File: config.mk
export PLATFORM = sky130hd
export DESIGN_NAME = pc060ha_flag_bank_flat
export DESIGN_NICKNAME = d
export VERILOG_FILES = /design/src/rtl/pc060ha_flag_bank_if.sv /design/src/rtl/pc060ha_flag_bank.sv /design/src/flat_wrapper.sv
export SDC_FILE = /design/constraint.sdc
export NUM_CORES = 1
export LEC_CHECK = 0
export CAP_MARGIN = 20
export CORE_ASPECT_RATIO = 0.7
export CORE_MARGIN = 5
export CORE_UTILIZATION = 58
export CTS_BUF_LIST = sky130_fd_sc_hd__clkbuf_8
export DETAILED_ROUTE_END_ITERATION = 8
export DONT_BUFFER_PORTS = 1
export GPL_ROUTABILITY_DRIVEN = 0
export PLACE_DENSITY = 0.76
export REMOVE_ABC_BUFFERS = 1
export SKIP_CTS_REPAIR_TIMING = 1
export SKIP_LAST_GASP = 1
export SLEW_MARGIN = 20
export SYNTH_ARGS = -nofsm -noshare
export SYNTH_HDL_FRONTEND = slang
export SYNTH_SLANG_ARGS = --single-unit
export TNS_END_PERCENT = 10
File: constraint.sdc
create_clock -name CLK -period 2.7 [get_ports CLK]
set_input_delay 0.135 -clock CLK [delete_from_list [all_inputs] [get_ports CLK]]
set_output_delay 0.135 -clock CLK [all_outputs]
set_load 0.01 [all_outputs]
File: src/rtl/pc060ha_flag_bank_if.sv
// Mailbox flag bank bus: strobes and mask in, flag/overrun/IRQ status out.
interface pc060ha_flag_bank_if #(
    parameter int CHANNELS = 4,
    parameter int CNT_W    = 8
);
    logic [CHANNELS-1:0] nFLAGSET;
    logic [CHANNELS-1:0] nFLAGRESET;
    logic [CHANNELS-1:0] IRQ_MASK;
    logic                OVR_CLR;
    logic [CHANNELS-1:0] FLAGOUT;
    logic [CHANNELS-1:0] OVERRUN;
    logic [CNT_W-1:0]    OVR_CNT;
    logic                FLAG_IRQ;

    modport master (
        output nFLAGSET, nFLAGRESET, IRQ_MASK, OVR_CLR,
        input  FLAGOUT, OVERRUN, OVR_CNT, FLAG_IRQ
    );

    modport slave (
        input  nFLAGSET, nFLAGRESET, IRQ_MASK, OVR_CLR,
        output FLAGOUT, OVERRUN, OVR_CNT, FLAG_IRQ
    );
endinterface

File: src/rtl/pc060ha_flag_bank.sv
// Multi-channel mailbox flag bank with synchronised strobes, overrun
// tracking, saturating overrun counter and masked IRQ.
module pc060ha_flag_bank #(
    parameter int CHANNELS    = 4,
    parameter int SYNC_STAGES = 2,
    parameter int SET_WINS    = 1,
    parameter int CNT_W       = 8
) (
    input  logic              CLK,
    input  logic              RESET,
    pc060ha_flag_bank_if.slave bus
);

    localparam int SW = CNT_W + 5;

    typedef logic [CHANNELS-1:0] ch_t;

    ch_t [SYNC_STAGES-1:0] sset_q, sclr_q;
    ch_t hset_q, hclr_q;
    ch_t flag_q, flag_d;
    ch_t ovr_q, ovr_d;
    ch_t ev_set, ev_clr, win_set, ovr_ev;
    logic [CNT_W-1:0] cnt_q, cnt_d;
    logic irq_q, irq_d;
    logic [SW-1:0] sum;

    always_comb begin
        ev_set  = sset_q[SYNC_STAGES-1] & ~hset_q;
        ev_clr  = sclr_q[SYNC_STAGES-1] & ~hclr_q;
        win_set = (SET_WINS != 0) ? ev_set : (ev_set & ~ev_clr);
        flag_d  = win_set | (flag_q & ~ev_clr);
        ovr_ev  = win_set & flag_q;
        sum     = SW'(cnt_q);
        for (int i = 0; i < CHANNELS; i++) begin
            sum = sum + SW'(ovr_ev[i]);
        end
        // Clear pulse wins over any overrun landing in the same cycle
        if (bus.OVR_CLR) begin
            ovr_d = '0;
            cnt_d = '0;
        end else begin
            ovr_d = ovr_q | ovr_ev;
            cnt_d = (|sum[SW-1:CNT_W]) ? '1 : sum[CNT_W-1:0];
        end
        irq_d = |(flag_q & bus.IRQ_MASK);
    end

    always_ff @(posedge CLK) begin
        if (RESET) begin
            sset_q <= '1;
            sclr_q <= '1;
            hset_q <= '1;
            hclr_q <= '1;
            flag_q <= '0;
            ovr_q  <= '0;
            cnt_q  <= '0;
            irq_q  <= 1'b0;
        end else begin
            sset_q <= {sset_q[SYNC_STAGES-2:0], bus.nFLAGSET};
            sclr_q <= {sclr_q[SYNC_STAGES-2:0], bus.nFLAGRESET};
            hset_q <= sset_q[SYNC_STAGES-1];
            hclr_q <= sclr_q[SYNC_STAGES-1];
            flag_q <= flag_d;
            ovr_q  <= ovr_d;
            cnt_q  <= cnt_d;
            irq_q  <= irq_d;
        end
    end

    assign bus.FLAGOUT  = flag_q;
    assign bus.OVERRUN  = ovr_q;
    assign bus.OVR_CNT  = cnt_q;
    assign bus.FLAG_IRQ = irq_q;

endmodule
File: src/flat_wrapper.sv
// flat-port wrapper written by rule: the top's interface ports become plain ports
module pc060ha_flag_bank_flat 
#(
    parameter int CHANNELS    = 4,
    parameter int SYNC_STAGES = 2,
    parameter int SET_WINS    = 1,
    parameter int CNT_W       = 8
)
  (CLK, RESET, bus_nFLAGSET, bus_nFLAGRESET, bus_IRQ_MASK, bus_OVR_CLR, bus_FLAGOUT, bus_OVERRUN, bus_OVR_CNT, bus_FLAG_IRQ);
  pc060ha_flag_bank_if #(.CHANNELS(CHANNELS), .CNT_W(CNT_W)) bus_i ();
  input  logic CLK;
  input  logic RESET;
  input wire logic [$bits(bus_i.nFLAGSET)-1:0] bus_nFLAGSET;
  input wire logic [$bits(bus_i.nFLAGRESET)-1:0] bus_nFLAGRESET;
  input wire logic [$bits(bus_i.IRQ_MASK)-1:0] bus_IRQ_MASK;
  input wire logic [$bits(bus_i.OVR_CLR)-1:0] bus_OVR_CLR;
  output wire logic [$bits(bus_i.FLAGOUT)-1:0] bus_FLAGOUT;
  output wire logic [$bits(bus_i.OVERRUN)-1:0] bus_OVERRUN;
  output wire logic [$bits(bus_i.OVR_CNT)-1:0] bus_OVR_CNT;
  output wire logic [$bits(bus_i.FLAG_IRQ)-1:0] bus_FLAG_IRQ;
  assign bus_i.nFLAGSET = bus_nFLAGSET;
  assign bus_i.nFLAGRESET = bus_nFLAGRESET;
  assign bus_i.IRQ_MASK = bus_IRQ_MASK;
  assign bus_i.OVR_CLR = bus_OVR_CLR;
  assign bus_FLAGOUT = bus_i.FLAGOUT;
  assign bus_OVERRUN = bus_i.OVERRUN;
  assign bus_OVR_CNT = bus_i.OVR_CNT;
  assign bus_FLAG_IRQ = bus_i.FLAG_IRQ;
  pc060ha_flag_bank #(.CHANNELS(CHANNELS), .SYNC_STAGES(SYNC_STAGES), .SET_WINS(SET_WINS), .CNT_W(CNT_W)) u_core (.CLK(CLK), .RESET(RESET), .bus(bus_i));
endmodule
Word-level counts from Yosys, hierarchy flattened
Index checks and enable logic that the tools add are counted.
{"block": "totals", "register_bits": 41, "input_bits": 15, "output_inout_bits": 17}
{"block": "op_classes", "add_sub_neg": 4, "mux": 1, "bitwise_logic": 10, "n_reduce_logical": 3}
{"cell": "$add 13x1->13", "count": 3}
{"cell": "$and 4x4->4", "count": 5}
{"cell": "$not 4->4", "count": 3}
{"cell": "$add 8x1->9", "count": 1}
{"cell": "$mux 8", "count": 1}
{"cell": "$or 4x4->4", "count": 2}
{"cell": "$reduce_or 5->1", "count": 1}
{"cell": "$reduce_or 4->1", "count": 1}
{"cell": "$reduce_or 2->1", "count": 1}

Logic depth before layout (Yosys ltp)
Gate-level depths: netlist (run 1).
{"block": "logic_depth", "depth_word": 9, "depth_mapped": 12, "ltp_nobuf": 12}

Worst setup path after synthesis (run 1)
OpenSTA, ideal clock, no wires.
{"block": "synth_timing", "kind": "register to register", "from": "register u_core.flag_q[0], in the netlist u_core.bus.FLAGOUT[0]", "to": "register u_core.cnt_q[7], in the netlist u_core.bus.OVR_CNT[7]", "setup_ps": 79, "arrival_ps": 2773, "t_required_ps": 2621, "slack_ps": -152, "path_stages_with_launch": 13, "path_cell_list": "dfxtp_1 nand3b_4 xor2_1 fa_1 inv_1 ha_1 inv_1 fa_1 a21bo_2 o2111a_1 o21ai_2 and2_1 a211oi_2"}
{"block": "synth_between", "elab_chain_cells": 7}
{"element": "start, declared", "line_no": "pc060ha_flag_bank.sv:20", "rtl": "ch_t flag_q, flag_d;"}
{"element": "start signal, assigned", "line_no": "pc060ha_flag_bank.sv:63", "rtl": "flag_q <= flag_d;"}
{"element": "$and 4x4->4 *", "line_no": "pc060ha_flag_bank.sv:32", "rtl": "ovr_ev = win_set & flag_q;"}
{"element": "$add 8x1->9 *", "line_no": "pc060ha_flag_bank.sv:35", "rtl": "sum = sum + SW'(ovr_ev[i]);"}
{"element": "$add 13x1->13 * (3 in series)", "line_no": "pc060ha_flag_bank.sv:35"}
{"element": "$reduce_or 5->1", "line_no": "pc060ha_flag_bank.sv:43", "rtl": "cnt_d = (|sum[SW-1:CNT_W]) ? '1 : sum[CNT_W-1:0];"}
{"element": "$mux 8 *", "line_no": "pc060ha_flag_bank.sv:43"}
{"element": "end signal, assigned", "line_no": "pc060ha_flag_bank.sv:65", "rtl": "cnt_q <= cnt_d;"}
{"element": "end, declared", "line_no": "pc060ha_flag_bank.sv:23", "rtl": "logic [CNT_W-1:0] cnt_q, cnt_d;"}
Mark *: on every way between the ends. The rest lies on a longest branch, timed or not.
A chain may end at the register's enable or synchronous reset.

Worst setup path in the final report (run 1)
{"block": "layout_timing", "from": "register u_core.hset_q[0]", "to": "register u_core.cnt_q[7], in the netlist u_core.bus.OVR_CNT[7]"}
{"block": "layout_between", "elab_chain_cells": 9}
{"element": "start, declared", "line_no": "pc060ha_flag_bank.sv:19", "rtl": "ch_t hset_q, hclr_q;"}
{"element": "start signal, assigned", "line_no": "pc060ha_flag_bank.sv:61", "rtl": "hset_q <= sset_q[SYNC_STAGES-1];"}
{"element": "$not 4->4 *", "line_no": "pc060ha_flag_bank.sv:28", "rtl": "ev_set = sset_q[SYNC_STAGES-1] & ~hset_q;"}
{"element": "$and 4x4->4 *", "line_no": "pc060ha_flag_bank.sv:28"}
{"element": "$and 4x4->4 *", "line_no": "pc060ha_flag_bank.sv:32"}
{"element": "$add 8x1->9 *", "line_no": "pc060ha_flag_bank.sv:35"}
{"element": "$add 13x1->13 * (3 in series)", "line_no": "pc060ha_flag_bank.sv:35"}
{"element": "$reduce_or 5->1", "line_no": "pc060ha_flag_bank.sv:43"}
{"element": "$mux 8 *", "line_no": "pc060ha_flag_bank.sv:43"}
Marks and branches as above.

==> results.toml, run 1 <==
[status]
outcome = "complete, no violations"

[final_layout]
post-route-cell-area_um2 = 2019
diodes = 0
drive_gt1_share_pct = 35.64
fin_cells = 224
synthToLayoutAreaGrowth_pct = 16.20
nets = 208
final_util_pct = 71.04
fill_cells = 227

[timing]
drv_slew = 0
grt_setup_unrepaired = "true"
clock_skew_ns = 0.003617
max_clock_freq_mhz = 379.8
hold_viol = 0
max_slew_margin_pct = 48.90
tightest_slew_ns = 0.7640
fin_crit_sh_pct = 97.52
period_minus_slack_ns = 2.633
setup_violations = 0

[global_routing]
grt_max_degree = 31
antenna_found_initial = 0
groute.usage.overall_pct = 15.30
grt_pass1_wl_um = 5009
grt-ovfl-total = 0
grt_pass1_vias = 1112

[die]
rows = 16
start_util_pct = 61.14
die_area_um2 = 4209
die_y_um = 55.80
die_w_um = 75.43
core_um2 = 2843
num_io_pins = 32

[setup_path]
worstPathRequired_ns = 2.91
crit_type = "flip-flop to flip-flop"
reg2reg_depth = 12
arrival_ns = 2.84
reg2reg_to = "u_core.bus.OVR_CNT[7]$_SDFF_PP0_"
r2r_setup_slack_ns = 0.07
cp_max_fo = 3
worst_path_max_delay_cell = "fa_1"
r2r_start = "u_core.hset_q[0]$_SDFF_PP1_"
cp-start-kind = "flip-flop"
max_stage_delay_ns = 0.43
path_cells = "nand3b_4, xor2_2, fa_1, inv_1, ha_2, inv_2, fa_2, a21bo_2, o2111a_2, o21ai_2, and2_4, a211oi_2"
worst_setup_path_end_kind = "flip-flop"
crit_cells = 12
crit_buf_inv = 2
cp-startpoint = "u_core.hset_q[0]$_SDFF_PP1_"
crit_family = "adder cells"
cp-endpoint = "u_core.bus.OVR_CNT[7]$_SDFF_PP0_"

[logic_synthesis]
ys.flop_type = "dfxtp_1"
syn_area_per_cell_um2 = 10.34
ys_seq_area_share_pct = 47.23
synthTopCellsByArea = "dfxtp_1 47%, or2_2 9.7%, a21oi_1 4.0%"
synth_seq_cells = 41
synth_area_um2 = 1738
synth_top_area_share_pct = 47.23
async_flop_share_pct = 0
synth_top_area_cell = "dfxtp_1"
synthCells = 168
ys_warn_count = 0
ys_types = 39
synth-edff-count = 0

[clock_network]
cts.sinks = 41
path_clk_slew_ns = 0.07
clockBufferDepth = 2
cts_tree = "built"
numCtsBuffers = 5
htreeDepth = 2
worstSkewPairLatency_ns = 0.28
cts_root_buffer = "clkbuf_8"

[drt]
drt_pass1_iterations = 4
wirelength_um = 3141
drc = 0
viasPerCell = 5.179
ant_nets = 0
drt_iter0_drc = 54
vias = 1160
wire_per_inst_um = 14.02

[power]
powerDensity_nw_per_um2 = 522.4
leakagePower_nw = 0.8292
ir_drop_uv = 429.8

[placement]
place_inst = 206
place_area_um2 = 1802
io_buffers = 0
dp_hpwl_um = 2254

[run]
drv_cap = 0

[worst_hold_path]
holdCritPathClass = "input pin to flip-flop"
## area by class of cell
cell class / instances / area (um^2) / share of cell area, %
flip-flops and latches: 41 / 824.5 / 40.83
clock inverters: 1 / 3.754 / 0.1859
repair buffers: 20 / 172.7 / 8.550
well taps: 36 / 45.04 / 2.230
clock buffers: 6 / 82.58 / 4.089
multi-input cells: 107 / 842.1 / 41.70
inverters: 13 / 48.80 / 2.416
## synth_stat cells, types with 5 or more instances
master    count
a21oi_1      14
dfxtp_1      41
inv_1        13
nand2b_1      5
nor2_1        6
o21ai_0       5
or2_2        27
xnor2_1       7
## registers in the layout (all words and copies together) (netlist names)
| signal | cells |
|---|---|
| u_core.sset_q | 8 |
| u_core.hclr_q | 4 |
| u_core.sclr_q | 8 |
| u_core.hset_q | 4 |
| u_core.bus.OVR_CNT | 8 |
| u_core.bus.FLAG_IRQ | 1 |
| u_core.bus.OVERRUN | 4 |
| u_core.bus.FLAGOUT | 4 |
## routing by layer
metal	part of all wire (%)	global-route usage (%)	vias to the layer above	wire length, um
met5	0	0	-	0
met4	0.22	3.741	0	7
met3	7.4	5.776	2	234
met2	44	21.40	29	1390
met1	48	22.02	537	1510
li1	-	-	592	-
## worst min-delay path by stage
stage,start,endpoint,depth (start not counted)
final,bus_IRQ_MASK[1],u_core.bus.FLAG_IRQ$_SDFF_PP0_,2
after global routing,bus_IRQ_MASK[1],u_core.bus.FLAG_IRQ$_SDFF_PP0_,2
after CTS,RESET,u_core.bus.FLAG_IRQ$_SDFF_PP0_,1
after detailed placement,RESET,u_core.bus.FLAG_IRQ$_SDFF_PP0_,1
after global placement,RESET,u_core.bus.FLAGOUT[1]$_SDFF_PP0_,1
after floorplan,RESET,u_core.bus.FLAGOUT[0]$_SDFF_PP0_,1
## cells in the final DEF (no fill, tap or decap), types with 2 or more instances in the layout
cell,Yosys,layout
a211oi_2,2,2
a21oi_1,14,14
a22oi_1,2,2
and3_1,2,2
buf_4,2,11
clkbuf_8,0,6
dfxtp_1,41,38
dfxtp_2,0,3
dlygate4sd3_1,0,9
ha_1,3,2
inv_1,13,13
nand2b_1,5,5
nand3_1,3,3
nand3b_1,3,3
nand4_1,3,3
nor2_1,6,6
o21ai_0,5,5
or2_2,27,27
xnor2_1,7,7
xnor2_2,2,2
## report_power, final
group,internal (mW),total [mW],leakage [nW],switching [mW]
Combinational,0.0245,0.0421,0.446,0.0175
Sequential,0.622,0.629,0.335,0.00742
Clock,0.199,0.384,0.0485,0.185
## cells by family after synthesis
family          synth area share, %
buf+inv                       5.615
flops                         47.23
fa+ha+maj                     4.464
compound gates                13.25
xor+xnor                      6.408
simple gates                  23.04
## stage by stage
step / setup TNS [ns] / hold slack (ns) / power (mW) / worst slack, ns
3_5_place_dp: -0.05256 / 0.2091 / 0.6699 / -0.05256
4_1_cts: -0.08105 / -0.09359 / 1.049 / -0.07116
3_3_place_gp: 0 / 0.2072 / 0.6680 / 0.02715
6_report: 0 / 0.03970 / 1.055 / 0.06707
5_1_grt: -0.2615 / 0.08847 / 1.095 / -0.07171
2_1_floorplan: -0.2319 / 0.2041 / 0.6616 / -0.1532
## worst register-to-register path: stages, from the launching register on
cell	delay, ns
dfxtp_2	0.32
nand3b_4	0.16
xor2_2	0.15
fa_1	0.43
inv_1	0.07
ha_2	0.17
inv_2	0.04
fa_2	0.41
a21bo_2	0.20
o2111a_2	0.22
o21ai_2	0.06
and2_4	0.14
a211oi_2	0.19
Power figures use the tool's default switching activity.
==> inputs of run 2 (changes only) <==
--- a/config.mk
+++ b/config.mk
@@ -8,12 +8,12 @@
 export CAP_MARGIN = 20
 export CORE_ASPECT_RATIO = 0.7
 export CORE_MARGIN = 5
-export CORE_UTILIZATION = 58
+export CORE_UTILIZATION = 55
 export CTS_BUF_LIST = sky130_fd_sc_hd__clkbuf_8
 export DETAILED_ROUTE_END_ITERATION = 8
 export DONT_BUFFER_PORTS = 1
 export GPL_ROUTABILITY_DRIVEN = 0
-export PLACE_DENSITY = 0.76
+export PLACE_DENSITY = 0.73
 export REMOVE_ABC_BUFFERS = 1
 export SKIP_CTS_REPAIR_TIMING = 1
 export SKIP_LAST_GASP = 1
==> results.toml, run 2 (synthesis results as in run 1) <==
[timing]
drv_slew = 0
setup_slack_ns = -0.008152
clock_skew_ns = 0.009432
max_slew_margin_pct = 47.06
fin_setup_tns_ns = -0.008152
fin_crit_sh_pct = 100.3
tightest_slew_ns = 0.7915
grt_setup_unrepaired = "true"
period_minus_slack_ns = 2.708
max_clock_freq_mhz = 369.3
hold_viol = 0
setup_violations = 1

[die]
die_y_um = 57.03
die_area_um2 = 4402
die_w_um = 77.19
num_io_pins = 32
start_util_pct = 56.35
core_um2 = 3084
rows = 17

[setup_path]
worstPathRequired_ns = 2.88
worst_path_max_delay_cell = "fa_1"
crit_buf_inv = 2
reg2reg_to = "u_core.bus.OVR_CNT[7]$_SDFF_PP0_"
crit_top_cell = "inv_1"
cp-start-kind = "flip-flop"
cp_max_fo = 3
arrival_ns = 2.89
crit_family = "adder cells"
r2r_setup_slack_ns = -0.008
crit_type = "flip-flop to flip-flop"
max_stage_delay_ns = 0.50
path_cells = "nand3b_4, xor2_2, fa_1, inv_1, ha_1, inv_1, fa_2, a21bo_2, o2111a_1, o21a_1, a311oi_2, a211oi_2"
r2r_start = "u_core.hset_q[0]$_SDFF_PP1_"
worst_setup_path_end_kind = "flip-flop"
crit_cells = 12
reg2reg_depth = 12

[final_layout]
multi_input_area_um2 = 835.8
post-route-cell-area_um2 = 2007
fill_cells = 238
diodes = 0
fin_cells = 226
final_util_pct = 65.07
ff_latch_area_um2 = 822.0
drive_gt1_share_pct = 32.45
final_cell_mix = "40 x dfxtp_1, 27 x or2_2, 14 x inv_1, 14 x a21oi_1, 10 x buf_4"
synthToLayoutAreaGrowth_pct = 15.48
nets = 207
mostFrequentLayoutCell = "dfxtp_1"

[drt]
wire_per_inst_um = 15.08
drc = 0
vias = 1212
wirelength_um = 3408
viasPerCell = 5.363
drt_iter0_drc = 70
drt_pass1_iterations = 4
ant_nets = 0

[placement]
io_buffers = 0
place_inst = 208
dp_hpwl_um = 2412
place_area_um2 = 1804

[power]
power_mw = 1.059
ir_drop_uv = 436.4
leakagePower_nw = 0.8188
powerDensity_nw_per_um2 = 527.5

[clock_network]
cts.sinks = 41
clockBufferDepth = 2
cts_tree = "built"
cts_root_buffer = "clkbuf_8"
numCtsBuffers = 5
path_clk_slew_ns = 0.08
worstSkewPairLatency_ns = 0.30
htreeDepth = 2

[global_routing]
grt-ovfl-total = 0
groute.usage.overall_pct = 16.21
grt_pass1_wl_um = 5444
antenna_found_initial = 0
grt_pass1_vias = 1156
grt_max_degree = 31

[worst_hold_path]
hold_end = "u_core.bus.FLAG_IRQ$_SDFF_PP0_"
hp-start = "bus_IRQ_MASK[1]"
holdPathStages = 2
holdCritPathClass = "input pin to flip-flop"

[status]
violations = "setup timing"
outcome = "finished with violations"

[run]
drv_cap = 0
==> run 2: layout make-up <==
| type | instances | area share (%) |
|---|---|---|
| Clock buffer | 5 | 3.429 |
| Inverter | 13 | 2.431 |
| Timing Repair Buffer | 19 | 8.229 |
| Tap cell | 38 | 2.369 |
| Multi-Input combinational cell | 107 | 41.65 |
| Sequential cell | 41 | 40.96 |
| Clock inverter | 3 | 0.9352 |
==> run 2: stage by stage <==
stage          hold WS (ns)  setup slack (ns)
2_1_floorplan        0.2041           -0.1532
3_3_place_gp         0.2062           0.03905
3_5_place_dp         0.2084           -0.1265
4_1_cts             -0.1119           -0.1388
5_1_grt             0.03476           -0.1375
6_report            0.03771         -0.008152
==> run 2: worst max-delay path by stage <==
stage / startpoint / endpoint / slack (ns)
floorplan: u_core.bus.FLAGOUT[0]$_SDFF_PP0_ / u_core.bus.OVR_CNT[7]$_SDFF_PP0_ / -0.15
global placement: u_core.hset_q[0]$_SDFF_PP1_ / u_core.bus.OVR_CNT[7]$_SDFF_PP0_ / 0.04
detailed placement: u_core.hset_q[0]$_SDFF_PP1_ / u_core.bus.OVR_CNT[7]$_SDFF_PP0_ / -0.13
CTS: u_core.hset_q[0]$_SDFF_PP1_ / u_core.bus.OVR_CNT[7]$_SDFF_PP0_ / -0.14
global route: u_core.hset_q[0]$_SDFF_PP1_ / u_core.bus.OVR_CNT[4]$_SDFF_PP0_ / -0.14
finish: u_core.hset_q[0]$_SDFF_PP1_ / u_core.bus.OVR_CNT[7]$_SDFF_PP0_ / -0.008
==> run 2: metal layers <==
layer | GRT usage, % | routed length (um) | vias to the layer above
met5 | 0 | 0 | -
met4 | 6.127 | 58 | 0
met3 | 8.833 | 260 | 9
met2 | 26.02 | 1682 | 39
met1 | 18.24 | 1407 | 564
li1 | - | - | 600
==> run 2: worst register-to-register path, cell delays in order, from the launching register on <==
cell,delay (ns)
dfxtp_2,0.33
nand3b_4,0.16
xor2_2,0.16
fa_1,0.50
inv_1,0.04
ha_1,0.18
inv_1,0.07
fa_2,0.24
a21bo_2,0.23
o2111a_1,0.16
o21a_1,0.21
a311oi_2,0.25
a211oi_2,0.06
==> run 2: report_power, final <==
group | switching [mW] | internal, mW
Clock | 0.209 | 0.178
Combinational | 0.0181 | 0.0247
Sequential | 0.00749 | 0.621
Total | 0.234 | 0.824
==> inputs of run 3 (changes only) <==
--- a/config.mk
+++ b/config.mk
@@ -14,6 +14,7 @@
 export DONT_BUFFER_PORTS = 1
 export GPL_ROUTABILITY_DRIVEN = 0
 export PLACE_DENSITY = 0.73
+export RECOVER_POWER = 100
 export REMOVE_ABC_BUFFERS = 1
 export SKIP_CTS_REPAIR_TIMING = 1
 export SKIP_LAST_GASP = 1
@@ -21,4 +22,4 @@
 export SYNTH_ARGS = -nofsm -noshare
 export SYNTH_HDL_FRONTEND = slang
 export SYNTH_SLANG_ARGS = --single-unit
-export TNS_END_PERCENT = 10
+export TNS_END_PERCENT = 100
==> results.toml, run 3 (synthesis results as in run 1) <==
[setup_path]
reg2reg_depth = 12
arrival_ns = 2.93
reg2reg_to = "u_core.bus.OVR_CNT[7]$_SDFF_PP0_"
cp-startpoint = "u_core.hset_q[0]$_SDFF_PP1_"
crit_type = "flip-flop to flip-flop"
cp-start-kind = "flip-flop"
worstPathRequired_ns = 2.92
r2r_setup_slack_ns = -0.01
r2r_start = "u_core.hset_q[0]$_SDFF_PP1_"
cp_max_fo = 3
cp-endpoint = "u_core.bus.OVR_CNT[7]$_SDFF_PP0_"
worst_setup_path_end_kind = "flip-flop"

[global_routing]
grt-ovfl-total = 0
groute.usage.overall_pct = 16.21
grt_pass1_vias = 1156
antenna_found_initial = 0
grt_max_degree = 31
grt_pass1_wl_um = 5444

[die]
num_io_pins = 32
die_area_um2 = 4402
die_y_um = 57.03
start_util_pct = 56.35
die_w_um = 77.19
core_um2 = 3084
rows = 17

[drt]
wirelength_um = 3444
vias = 1198
drt_pass1_iterations = 4
drt_iter0_drc = 64
viasPerCell = 5.254
drc = 0
ant_nets = 0
wire_per_inst_um = 15.11

[clock_network]
clockBufferDepth = 2
numCtsBuffers = 5
path_clk_slew_ns = 0.08
cts_tree = "built"
htreeDepth = 2
worstSkewPairLatency_ns = 0.30
cts.sinks = 41
cts_root_buffer = "clkbuf_8"

[timing]
setup_violations = 1
setup_slack_ns = -0.01500
fin_crit_sh_pct = 100.6
max_slew_margin_pct = 46.50
clock_skew_ns = 0.008516
period_minus_slack_ns = 2.715
grt_setup_unrepaired = "true"
max_clock_freq_mhz = 368.3
tightest_slew_ns = 0.7998
drv_slew = 0
holdWs_ns = 0.03835
hold_viol = 0

[run]
drv_cap = 0

[power]
power.clock.fraction_pct = 36.5
power_mw = 1.057
powerDensity_nw_per_um2 = 523.8
sw_frac_of_total_pct = 22.14
p_seq_share_pct = 59.5
leakagePower_nw = 0.8124
switchingPower_mw = 0.2340
p_int_mw = 0.8230
ir_drop_uv = 436.0
combPwrFrac_pct = 4.0

[worst_hold_path]
holdCritPathClass = "input pin to flip-flop"
hp-start = "bus_IRQ_MASK[1]"

[final_layout]
synthToLayoutAreaGrowth_pct = 16.13
nets = 209
final_util_pct = 65.44
multi_input_area_um2 = 843.3
diodes = 0
post-route-cell-area_um2 = 2018
final_cell_mix = "40 x dfxtp_1, 26 x or2_2, 14 x a21oi_1, 13 x inv_1"
fill_cells = 243
ff_latch_area_um2 = 822.0
drive_gt1_share_pct = 33.16
mostFrequentLayoutCell = "dfxtp_1"

[status]
outcome = "finished with violations"
violations = "setup timing"

[placement]
io_buffers = 0
place_area_um2 = 1804
pre_cts_ws_ns = -0.1265
dp_hpwl_um = 2412
==> run 3: routing by layer <==
| layer | vias up | global-route usage [%] | part of all wire, % |
|---|---|---|---|
| met1 | 558 | 18.24 | 42 |
| met3 | 9 | 8.833 | 6.6 |
| met2 | 30 | 26.02 | 50 |
| met5 | - | 0 | 0 |
| li1 | 601 | - | - |
| met4 | 0 | 6.127 | 1.6 |
==> run 3: power groups by stage <==
stage	combinational [mW]	clock [mW]	sequential, mW
after floorplan	0.0192	0	0.642
after global placement	0.0270	0	0.642
after detailed placement	0.0285	0	0.643
after CTS	0.0285	0.398	0.629
after global routing	0.0471	0.434	0.631
final	0.0419	0.386	0.629
==> run 3: layout make-up <==
| type | instances | area share [%] |
|---|---|---|
| Sequential cell | 41 | 40.73 |
| Multi-Input combinational cell | 107 | 41.79 |
| Timing Repair Buffer | 21 | 8.369 |
| Clock inverter | 3 | 0.9299 |
| Inverter | 13 | 2.418 |
| Clock buffer | 5 | 3.410 |
| Tap cell | 38 | 2.356 |
==> run 3: through the flow <==
step / setup TNS, ns / instances
after floorplan: -0.2319 / 161
after global placement: 0 / 208
after detailed placement: -0.2726 / 208
after CTS: -0.3739 / 216
after global routing: -0.5464 / 228
final: -0.01500 / 228
==> run 3: worst min-delay path by stage <==
| stage | end | slack (ns) | cells after the start |
|---|---|---|---|
| global route | u_core.bus.FLAG_IRQ$_SDFF_PP0_ | 0.03 | 2 |
| finish | u_core.bus.FLAG_IRQ$_SDFF_PP0_ | 0.04 | 2 |
| global placement | u_core.bus.FLAGOUT[1]$_SDFF_PP0_ | 0.21 | 1 |
| detailed placement | u_core.bus.FLAGOUT[0]$_SDFF_PP0_ | 0.21 | 1 |
| CTS | u_core.bus.FLAGOUT[0]$_SDFF_PP0_ | -0.11 | 1 |
| floorplan | u_core.bus.FLAGOUT[0]$_SDFF_PP0_ | 0.20 | 1 |
==> run 3: critical path: stages (launching register included) <==
cell	delay, ns
dfxtp_2	0.33
nand3b_4	0.16
xor2_2	0.16
fa_1	0.45
inv_1	0.07
ha_2	0.18
inv_2	0.04
fa_2	0.37
a21bo_2	0.21
o2111a_1	0.24
o21ai_2	0.07
and2_1	0.15
a211oi_2	0.21
